===== src/rtl/alu_if_pkg.sv =====
// Shared definitions for the serial ALU front end: FSM states, default
// parameter values and the timeout counter width helper.
package alu_if_pkg;

  typedef enum logic [2:0] {
    WAIT_A  = 3'd0,
    WAIT_B  = 3'd1,
    WAIT_OP = 3'd2,
    LATCH   = 3'd3,
    SEND    = 3'd4,
    WAIT_TX = 3'd5
  } state_t;

  localparam int unsigned DEFAULT_N_BITS         = 8;
  localparam int unsigned DEFAULT_TIMEOUT_CYCLES = 1000000;

  function automatic int unsigned timer_width(input int unsigned cycles);
    int unsigned w;
    w = $clog2(cycles + 1);
    return (w < 1) ? 1 : w;
  endfunction

endpackage


===== src/rtl/rx_timeout_counter.sv =====
// Inter-byte idle timer: counts enabled cycles since the last clear and flags
// expiry on the cycle the count sits at TIMEOUT_CYCLES-1 (never when 0).
module rx_timeout_counter
  import alu_if_pkg::*;
#(
  parameter int unsigned TIMEOUT_CYCLES = DEFAULT_TIMEOUT_CYCLES
) (
  input  logic clock,
  input  logic reset,
  input  logic i_clear,
  input  logic i_enable,
  output logic o_expired
);

  localparam int unsigned W = timer_width(TIMEOUT_CYCLES);
  localparam logic [W-1:0] LIMIT = (TIMEOUT_CYCLES == 0) ? '0 : W'(TIMEOUT_CYCLES - 1);

  logic [W-1:0] r_count;
  logic         w_at_limit;

  // Saturating compare keeps the count from ever wrapping past the limit.
  assign w_at_limit = (TIMEOUT_CYCLES != 0) && (r_count >= LIMIT);
  assign o_expired  = i_enable && w_at_limit;

  always_ff @(posedge clock or negedge reset) begin
    if (!reset) begin
      r_count <= '0;
    end else if (i_clear || !i_enable) begin
      r_count <= '0;
    end else if (!w_at_limit) begin
      r_count <= r_count + 1'b1;
    end
  end

endmodule


===== src/rtl/alu_uart_interface.sv =====
// Host-driven ALU front end: gathers A, B and opcode bytes from the UART
// receiver, latches the ALU result and hands it to the UART transmitter.
module alu_uart_interface
  import alu_if_pkg::*;
#(
  parameter int unsigned N_BITS         = DEFAULT_N_BITS,
  parameter int unsigned TIMEOUT_CYCLES = DEFAULT_TIMEOUT_CYCLES
) (
  input  logic              clock,
  input  logic              reset,
  input  logic [N_BITS-1:0] i_rx_data,
  input  logic              i_rx_done,
  input  logic [N_BITS-1:0] i_alu_result,
  input  logic              i_tx_done,
  output logic [N_BITS-1:0] o_A,
  output logic [N_BITS-1:0] o_B,
  output logic [N_BITS-1:0] o_Op,
  output logic [N_BITS-1:0] o_tx_data,
  output logic              o_tx_start,
  output logic              o_rx_drop,
  output logic              o_timeout
);

  state_t            r_state, w_next_state;
  logic [N_BITS-1:0] r_A, r_B, r_Op, r_tx_data;
  logic              r_rx_drop, r_timeout;
  logic              w_rx_state, w_expired;
  logic              w_load_a, w_load_b, w_load_op, w_load_tx, w_drop, w_timeout;

  assign w_rx_state = (r_state == WAIT_B) || (r_state == WAIT_OP);

  rx_timeout_counter #(.TIMEOUT_CYCLES(TIMEOUT_CYCLES)) u_rx_timeout_counter (
    .clock     (clock),
    .reset     (reset),
    .i_clear   (i_rx_done),
    .i_enable  (w_rx_state),
    .o_expired (w_expired)
  );

  always_comb begin
    w_next_state = r_state;
    w_load_a     = 1'b0;
    w_load_b     = 1'b0;
    w_load_op    = 1'b0;
    w_load_tx    = 1'b0;
    w_drop       = 1'b0;
    w_timeout    = 1'b0;
    case (r_state)
      WAIT_A: begin
        if (i_rx_done) begin
          w_load_a     = 1'b1;
          w_next_state = WAIT_B;
        end
      end
      // A byte arriving on the expiry cycle takes priority over the timeout.
      WAIT_B: begin
        if (i_rx_done) begin
          w_load_b     = 1'b1;
          w_next_state = WAIT_OP;
        end else if (w_expired) begin
          w_timeout    = 1'b1;
          w_next_state = WAIT_A;
        end
      end
      WAIT_OP: begin
        if (i_rx_done) begin
          w_load_op    = 1'b1;
          w_next_state = LATCH;
        end else if (w_expired) begin
          w_timeout    = 1'b1;
          w_next_state = WAIT_A;
        end
      end
      LATCH: begin
        w_load_tx    = 1'b1;
        w_drop       = i_rx_done;
        w_next_state = SEND;
      end
      SEND: begin
        w_drop       = i_rx_done;
        w_next_state = WAIT_TX;
      end
      WAIT_TX: begin
        w_drop = i_rx_done;
        if (i_tx_done) w_next_state = WAIT_A;
      end
      default: w_next_state = WAIT_A;
    endcase
  end

  always_ff @(posedge clock or negedge reset) begin
    if (!reset) begin
      r_state   <= WAIT_A;
      r_A       <= '0;
      r_B       <= '0;
      r_Op      <= '0;
      r_tx_data <= '0;
      r_rx_drop <= 1'b0;
      r_timeout <= 1'b0;
    end else begin
      r_state   <= w_next_state;
      r_rx_drop <= w_drop;
      r_timeout <= w_timeout;
      if (w_load_a)  r_A       <= i_rx_data;
      if (w_load_b)  r_B       <= i_rx_data;
      if (w_load_op) r_Op      <= i_rx_data;
      if (w_load_tx) r_tx_data <= i_alu_result;
    end
  end

  assign o_A        = r_A;
  assign o_B        = r_B;
  assign o_Op       = r_Op;
  assign o_tx_data  = r_tx_data;
  assign o_tx_start = (r_state == SEND);
  assign o_rx_drop  = r_rx_drop;
  assign o_timeout  = r_timeout;

endmodule

===== config.mk =====
export PLATFORM = sky130hd
export DESIGN_NAME = alu_uart_interface
export DESIGN_NICKNAME = d
export VERILOG_FILES = /design/src/rtl/alu_if_pkg.sv /design/src/rtl/rx_timeout_counter.sv /design/src/rtl/alu_uart_interface.sv
export SDC_FILE = /design/constraint.sdc
export NUM_CORES = 1
export LEC_CHECK = 0
export CAP_MARGIN = 10
export CORE_MARGIN = 10
export CORE_UTILIZATION = 45
export CTS_BUF_LIST = sky130_fd_sc_hd__clkbuf_4 sky130_fd_sc_hd__clkbuf_8
export CTS_CLUSTER_DIAMETER = 40
export DETAILED_ROUTE_END_ITERATION = 8
export PLACE_DENSITY = 0.72
export SLEW_MARGIN = 10
export SYNTH_ARGS = -nofsm -noshare
export SYNTH_HDL_FRONTEND = slang
export SYNTH_HIERARCHICAL = 1
export SYNTH_SLANG_ARGS = --single-unit

===== constraint.sdc =====
create_clock -name clock -period 4.15 [get_ports clock]
set_input_delay 0.83 -clock clock [delete_from_list [all_inputs] [get_ports clock]]
set_output_delay 0.83 -clock clock [all_outputs]
set_load 0.1 [all_outputs]

After elaboration in Yosys (flattened, before gate mapping)
Cells that the tools add are included.
Widths: inputs -> output; s select.
{"block": "op_classes", "add_sub_neg": 1, "n_mul": 0, "n_div": 0, "order_cmp": 1, "eq_ne": 8, "n_shift": 0, "mux": 17, "bitwise_logic": 0, "reduce_logical": 8}
{"op": "$mux 20", "count": 2}
{"op": "$add 20x1->20 const B", "count": 1}
{"op": "$ge 20x20->1 const B", "count": 1}
{"op": "$pmux 3 s6", "count": 1}
{"op": "$mux 3", "count": 5}
{"op": "$mux 1", "count": 9}
{"op": "$eq 3x2->1 const B", "count": 2}
{"op": "$eq 3x3->1 const B", "count": 2}
{"op": "$ne 2x2->1 const B", "count": 3}
{"op": "$eq 3x1->1 const B", "count": 1}
{"op": "$logic_not 3->1", "count": 1}
{"op": "$reduce_or 3->1", "count": 1}
{"op": "$logic_or 1x1->1", "count": 2}
{"op": "$reduce_and 2->1", "count": 1}
{"op": "$reduce_or 2->1", "count": 1}
{"op": "$logic_and 1x1->1", "count": 1}
{"op": "$logic_not 1->1", "count": 1}
{"block": "word_totals", "reg_bits": 57, "latchBits": 0, "ram_bits": 0, "mem_bits_ro": 0, "input_bits": 20, "output_inout_bits": 35, "wordCells": 43, "n_memories": 0}

Logic depth before layout (Yosys ltp)
{"block": "logic_depth", "word_depth": 6, "depth_mapped": 8, "mapped_depth_nobuf": 8}

By module
Netlist, hierarchy kept.
{"module": "alu_uart_interface", "n_inst": 1, "cells_per_inst": 94, "area_per_inst_um2": 1476.4, "seq_area_each_um2": 925.9}
{"module": "rx_timeout_counter", "n_inst": 1, "cells_per_inst": 128, "area_per_inst_um2": 1199.9, "seq_area_each_um2": 500.5}

Least setup slack after synthesis
OpenSTA, ideal clock, no wires.
{"block": "synth_timing", "path_kind": "register to output", "startpoint": "register r_state[1]", "endpoint": "output port o_tx_start", "arrival_time_ns": 2.034, "required_time_ns": 3.320, "setup_slack_ns": 1.286, "path_stages_with_launch": 4, "n_path_buf": 1, "path_cell_list": "dfrtp_1 -> buf_2 -> or2b_1 -> nor2_1"}
{"block": "synth_via", "elab_chain_cells": 1}
{"element": "from (decl)", "line": "alu_uart_interface.sv:24", "rtl": "state_t r_state, w_next_state;"}
{"element": "from (signal assigned)", "line": "alu_uart_interface.sv:101", "rtl": "r_state <= w_next_state;"}
{"element": "$eq 3x3->1", "line": "alu_uart_interface.sv:115", "rtl": "assign o_tx_start = (r_state == SEND);"}
{"element": "to (decl)", "line": "alu_uart_interface.sv:19", "rtl": "output logic o_tx_start,"}
Every way passes these cells.

Worst setup path in the final report
{"block": "layout_timing", "startpoint": "register r_Op[2], in the netlist o_Op[2]", "endpoint": "output port o_Op[2]"}
{"element": "from (decl)", "line": "alu_uart_interface.sv:25", "rtl": "logic [N_BITS-1:0] r_A, r_B, r_Op, r_tx_data;"}
{"element": "from (signal assigned)", "line": "alu_uart_interface.sv:106", "rtl": "if (w_load_op) r_Op <= i_rx_data;"}
{"element": "to (decl)", "line": "alu_uart_interface.sv:17", "rtl": "output logic [N_BITS-1:0] o_Op,"}
No word-level cell between the ends.

==> reports/results.ini <==
[status]
outcome=completed

[finish]
num-nets-final=303
fin_util_pct=59.47
diodes=0
fillers=485
fin_cells=362
layout-drive-gt1-share_pct=22.65
register_area_um2=1426
multi_input_area_um2=1209
synthToLayoutAreaGrowth_pct=30.01

[job]
max-cap-violations=0

[sta]
fmaxAchievable_mhz=371.9
finalSetupViolCount=0
post-route-period-util_pct=64.79
fin_tns_setup_ns=0
finalHoldViolCount=0
skew_ns=0.006784
finalCriticalPeriod_ns=2.689
slew_viol_final=0
max_slew_margin_pct=31.75
rsz0062_at_grt=no
worstMarginPinSlew_ns=1.021

[logic_synthesis]
yosys.cell_count.top_type=dfrtp_1
syn_area_um2=2676
ys.flop_type=dfrtp_1
async_flop_share_pct=100.0
yosys.area.top_type_share_pct=53.30
syn_nets=243
ys_seq_area_share_pct=53.30
synth_seq_cells=57
ys.warnings.count=6
synth_cells=222
synth-edff-count=0
netlist_top_cells_area=dfrtp_1, mux2_2, xor2_1, a21oi_1, nor2_1
synth.distinct_cells=52
synthTopCellsByCount=dfrtp_1, mux2_2, nor2_1
syn_avg_cell_area_um2=12.06
synth_top_area_cell=dfrtp_1

[critical_path]
cpMaxStageDelayCell=clkdlybuf4s50_1
crit_fanout=2
timing.critical_path.buf_inv=1
crit_required_ns=3.32
r2r_setup_slack_ns=1.77
critPathLaunchType=flop
worst_path_largest_cell_delay_ns=1.15
cp_num_cells=1
crit_family=buffers and inverters
r2r-end=u_rx_timeout_counter/r_count[17]
worstSetupEndpoint=o_Op[2]
cp-end-kind=primary output
r2r-start=u_rx_timeout_counter/r_count[16]
startpoint=o_Op[2]
critPathArrivalTime_ns=1.86
reg2reg_depth=5
worstPathCellList=clkdlybuf4s50_1
criticalPathCategory=reg2out

[drt]
drc=0
num_vias=1972
first_pass_iters=4
routedWlPerCell_um=16.18
vias_per_cell=5.448
first_iter_violations=47
drt_wl_total_um=5856
postRouteAntennaNets=0

[clocking]
numClockSinks=57
hold_buffers=0
clk_latency_ns=0.34
cts_buffers=9
path_clk_slew_ns=0.07
clockBufferDepth=2
cts_max_level=3
cts-root-buf=clkbuf_8
cts_tree=done
post_cts_buffers=0
cts_resized=0

[floorplanning]
die_w_um=97.12
core_area_um2=5851
start_util_pct=45.74
die_y_um=97.12
rows=28
die-area_um2=9432
num_io_pins=55

[global_routing]
first_global_vias=2052
grt_max_degree=46
track_usage_pct=12.40
antenna_found_initial=0
grt_pass1_wl_um=9660
gr-total-overflow=0

[worst_hold_path]
hold_class=reg2reg

[place]
portBuffers=54
dp_hpwl_um=4261
gp_congestion=0.7877
dpl.cell_count=346

through the flow:
| step | setup WS, ns | hold slack, ns | cell area, um^2 |
|---|---|---|---|
| floorplan | 1.286 | 0.4793 | 2676 |
| global placement | 1.478 | 0.4867 | 3277 |
| detailed placement | 1.429 | 0.4930 | 3277 |
| CTS | 1.431 | 0.5079 | 3480 |
| global route | 1.392 | 0.5270 | 3480 |
| finish | 1.461 | 0.5075 | 3480 |
worst reg2reg max path: stages (launching register included):
cell and delay (ns):
dfrtp_1 0.41, and2_1 0.17, nand3_1 0.44, o311ai_2 0.90, o21ai_0 0.20, a21oi_1 0.18
per-layer routing:
metal	GRT usage, %	vias to the layer above	part of all wire (%)
met1	13.44	967	41
li1	-	942	-
met4	3.746	0	0.70
met2	19.08	58	46
met5	0	-	0
met3	8.464	5	12
flip-flops by register name, indices dropped and copies added, names as in the netlist:
signal and count:
o_rx_drop 1, u_rx_timeout_counter/r_count 20, r_state 3, o_B 8
o_Op 8, o_timeout 1, o_tx_data 8, o_A 8
cells in the final DEF (no fill, tap or decap), types with 2 or more instances in the layout:
cell type and instances:
nor3_1 8, and2_1 2, or3_1 5, inv_1 2, o21ai_1 3, nor2_1 12
nand2b_1 4, mux2_2 32, a21oi_1 11, or2_2 2, buf_4 2, o31ai_1 4
dfrtp_1 57, xor2_1 7, o2111ai_1 2, clkinvlp_4 3, nand3_1 7, or4_1 4
o21a_1 4, clkbuf_8 9, clkinv_4 2, o211ai_1 4, nand3b_1 2, nand2_1 10
clkdlybuf4s50_1 52, nand2b_4 2, o21ai_0 5, nor4_1 2
worst min-delay path by stage:
stage,startpoint,end,slack [ns],cells after the start
floorplan,u_rx_timeout_counter/r_count[19],u_rx_timeout_counter/r_count[19],0.48,1
global placement,o_tx_data[3],o_tx_data[3],0.49,1
detailed placement,o_tx_data[0],o_tx_data[0],0.49,1
CTS,o_tx_data[0],o_tx_data[0],0.51,1
global route,o_tx_data[0],o_tx_data[0],0.53,1
finish,o_tx_data[0],o_tx_data[0],0.51,1
cell families (layout without fill, tap and decap cells):
logic type / after synthesis / in the layout / share of synthesized area, %
xor+xnor: 7 / 7 / 2.291
simple gates: 74 / 74 / 17.39
buf+inv: 8 / 73 / 1.543
mux: 33 / 33 / 13.84
flops: 57 / 57 / 53.30
fa+ha+maj: 1 / 1 / 0.4674
compound gates: 42 / 42 / 11.17
area by class of cell:
cell class / count / area share [%]
flip-flops and latches: 57 / 40.99
clock inverters: 7 / 2.265
multi-input cells: 157 / 34.74
clock buffers: 9 / 3.560
inverters: 2 / 0.2157
repair buffers: 55 / 15.53
well taps: 75 / 2.697
Power is left out: the tool's default activity adds up to more than one toggle a clock period on the data nets, which glitch-free logic cannot reach.
==> variant: new RTL, same flow settings <==
Set the package constant `DEFAULT_N_BITS` to 7 (it was 8).
--- a/src/rtl/alu_if_pkg.sv
+++ b/src/rtl/alu_if_pkg.sv
@@ -11,7 +11,7 @@
     WAIT_TX = 3'd5
   } state_t;
 
-  localparam int unsigned DEFAULT_N_BITS         = 8;
+  localparam int unsigned DEFAULT_N_BITS         = 7;
   localparam int unsigned DEFAULT_TIMEOUT_CYCLES = 1000000;
 
   function automatic int unsigned timer_width(input int unsigned cycles);
Interface: changed (6 resized); port bits go from 55 to 49. No check against the original RTL was run, so the function may have changed too.
==> variant against the original RTL <==
  * Routed wire length down 9.6%
  * Non-clock buffer count shrank 6
  * Largest cell class unchanged
  * Cell area decreased by 9.1%
  * Synthesized cell count is 3.6% lower
  * Area after synthesis fell by 5.3%
  * Sequential cell count fell by 4
  * Critical path depth up 2
  * Clock skew increased by 2.3 ps
  * Count of clock-buffer cells in the layout shrank 4
  * Worst setup slack got worse by 460 ps
  * Die area shrank 4.2%
  * Highest routed layer unchanged
  * Register-to-register slack lost 30 ps
Power is not shown: default switching activity piles up to over one toggle a cycle in this logic, so the estimate is an artifact.
==> variant: results (changes against the original RTL) <==
.. list-table::
   :header-rows: 1

   * - Metric
     - Value
   * - Leading cell types by total area after synthesis
     - dfrtp_1 52%, mux2_2 12%, xor2_1 2.4%
   * - Count of port buffers added during placement
     - 48 (-11%)
   * - Leading cell types by count after synthesis
     - 53 x dfrtp_1, 28 x mux2_2, 12 x nor2_1
   * - First drt pass iteration count
     - 4 (unchanged)
   * - Max Clock Skew
     - 9.10 ps (+2.31 ps)
   * - Largest net degree at the start of global routing
     - 37 (-20%)
   * - Clk_lat worst skew
     - 310 ps (-30 ps)
   * - Vias in the first global route
     - 1895 (-7.7%)
   * - Post-synth EDFFs
     - 0 (unchanged)
   * - Ratio of cells with drive above 1 in the final layout
     - 0.196 (-0.0303)
   * - Result of the run
     - complete, no violations
   * - CTS H-tree depth
     - 2 (-1)
   * - Worst-path clk slew
     - 100 ps (+30 ps)
   * - Arrival time worst endpoint
     - 2320 ps (+460 ps)
   * - Crit-path max FO
     - 8 (+6)
   * - Clock root buffer master
     - clkbuf_8
   * - Register containing the most flip-flops in the final layout
     - u_rx_timeout_counter/r_count
   * - Largest register FFs
     - 20 (unchanged)
   * - Count of synthesis-stage warnings from yosys
     - 6 (unchanged)
   * - Number of buffers added by the clock tree synthesis step
     - 5 (-4)
   * - Worst hold-check path type
     - reg2reg
   * - Cells resized by post-CTS repair
     - 0 (unchanged)
   * - Sequential area share after synthesis
     - 0.523 (-0.00950)
   * - Global router's overall resource usage
     - 0.125 (+0.00123)
   * - Vias
     - 1814 (-8.0%)
   * - First-pass GRT wire length
     - 9000 µm (-6.8%)
   * - Final weighted congestion in routability-driven placement
     - 0.775 (-1.6%)
   * - Antenna violations before repair
     - 0 (unchanged)
   * - Synth cell types
     - 52 (unchanged)
   * - Sum of net half-perimeters after detailed placement
     - 3890 µm (-8.7%)
   * - Worst Tran Pin Value
     - 1010 ps (-12.1 ps)
   * - Total wirelength of the detailed-routed design
     - 5300 µm (-9.6%)
   * - Net Count, Synth
     - 233 (-4.1%)
   * - Net count, final
     - 283 (-6.6%)
   * - Total inserted antenna cells
     - 0 (unchanged)
-- variant: cell types whose count changed in the layout (fill, tap and decap cells not counted), sizes merged, moves of 2 or more --
cell	delta
clkbuf	-4
clkdlybuf4s50	-5
clkinvlp	-2
dfrtp	-4
mux2	-4
-- variant: critical path, delay by kind of cell, from the launching register on --
kind	cells	cell delay (ps)
buffers and inverters	1	1140
DFF	1	480
and+or+nand+nor	2	390
-- variant: metrics by stage --
stage	util	worst slack (ps)	hold WS [ps]	std cells	area (µm²)
3_5_place_dp	0.561	1330	496	329	3070
5_1_grt	0.578	881	537	337	3160
2_1_floorplan	-	1300	479	214	2530
4_1_cts	0.578	975	519	337	3160
3_3_place_gp	0.561	1350	487	329	3070
6_report	0.578	999	516	337	3160
-- variant: layout make-up --
type	count	area (µm²)
clock inverters	3	25.0
well taps	72	90.1
fillers	468	2310
inverters	2	7.51
multi-input cells	153	1160
repair buffers	49	483
flip-flops and latches	53	1330
clock buffers	5	68.8
-- variant: path summary, 6_finish.rpt --
path                            cells after the start                          endpoint  slack, ps                              from
worst max register to register                      5  u_rx_timeout_counter/r_count[17]       1740  u_rx_timeout_counter/r_count[16]
worst min-delay path                                1                           o_Op[3]        520                           o_Op[3]
worst max-delay path                                3                        o_tx_start       1000                        r_state[1]
min in group asynchronous                           1                           o_Op[2]        600                             reset
worst min register to register                      1                           o_Op[3]        520                           o_Op[3]
max in group asynchronous                           2  u_rx_timeout_counter/r_count[17]       2800                             reset
-- variant: cells by family (layout without fill, tap and decap cells) --
family | count (synthesis) | count (layout) | share of synthesized area
AO/OA/AOI/OAI | 42 | 42 | 0.118
XOR/XNOR | 7 | 7 | 0.0242
adder cells (fa/ha/maj) | 1 | 1 | 0.00494
buffers and inverters | 8 | 59 | 0.0173
flip-flops | 53 | 53 | 0.523
multiplexers | 29 | 29 | 0.128
AND/OR/NAND/NOR | 74 | 74 | 0.184
-- variant: metal layers --
layer  GRT usage  vias to the layer above  part of all wire
li1            -                      893                 -
met1       0.151                      874              0.45
met2       0.187                       42              0.44
met3      0.0644                        5             0.099
met4      0.0486                        0            0.0091
met5           0                        -                 0
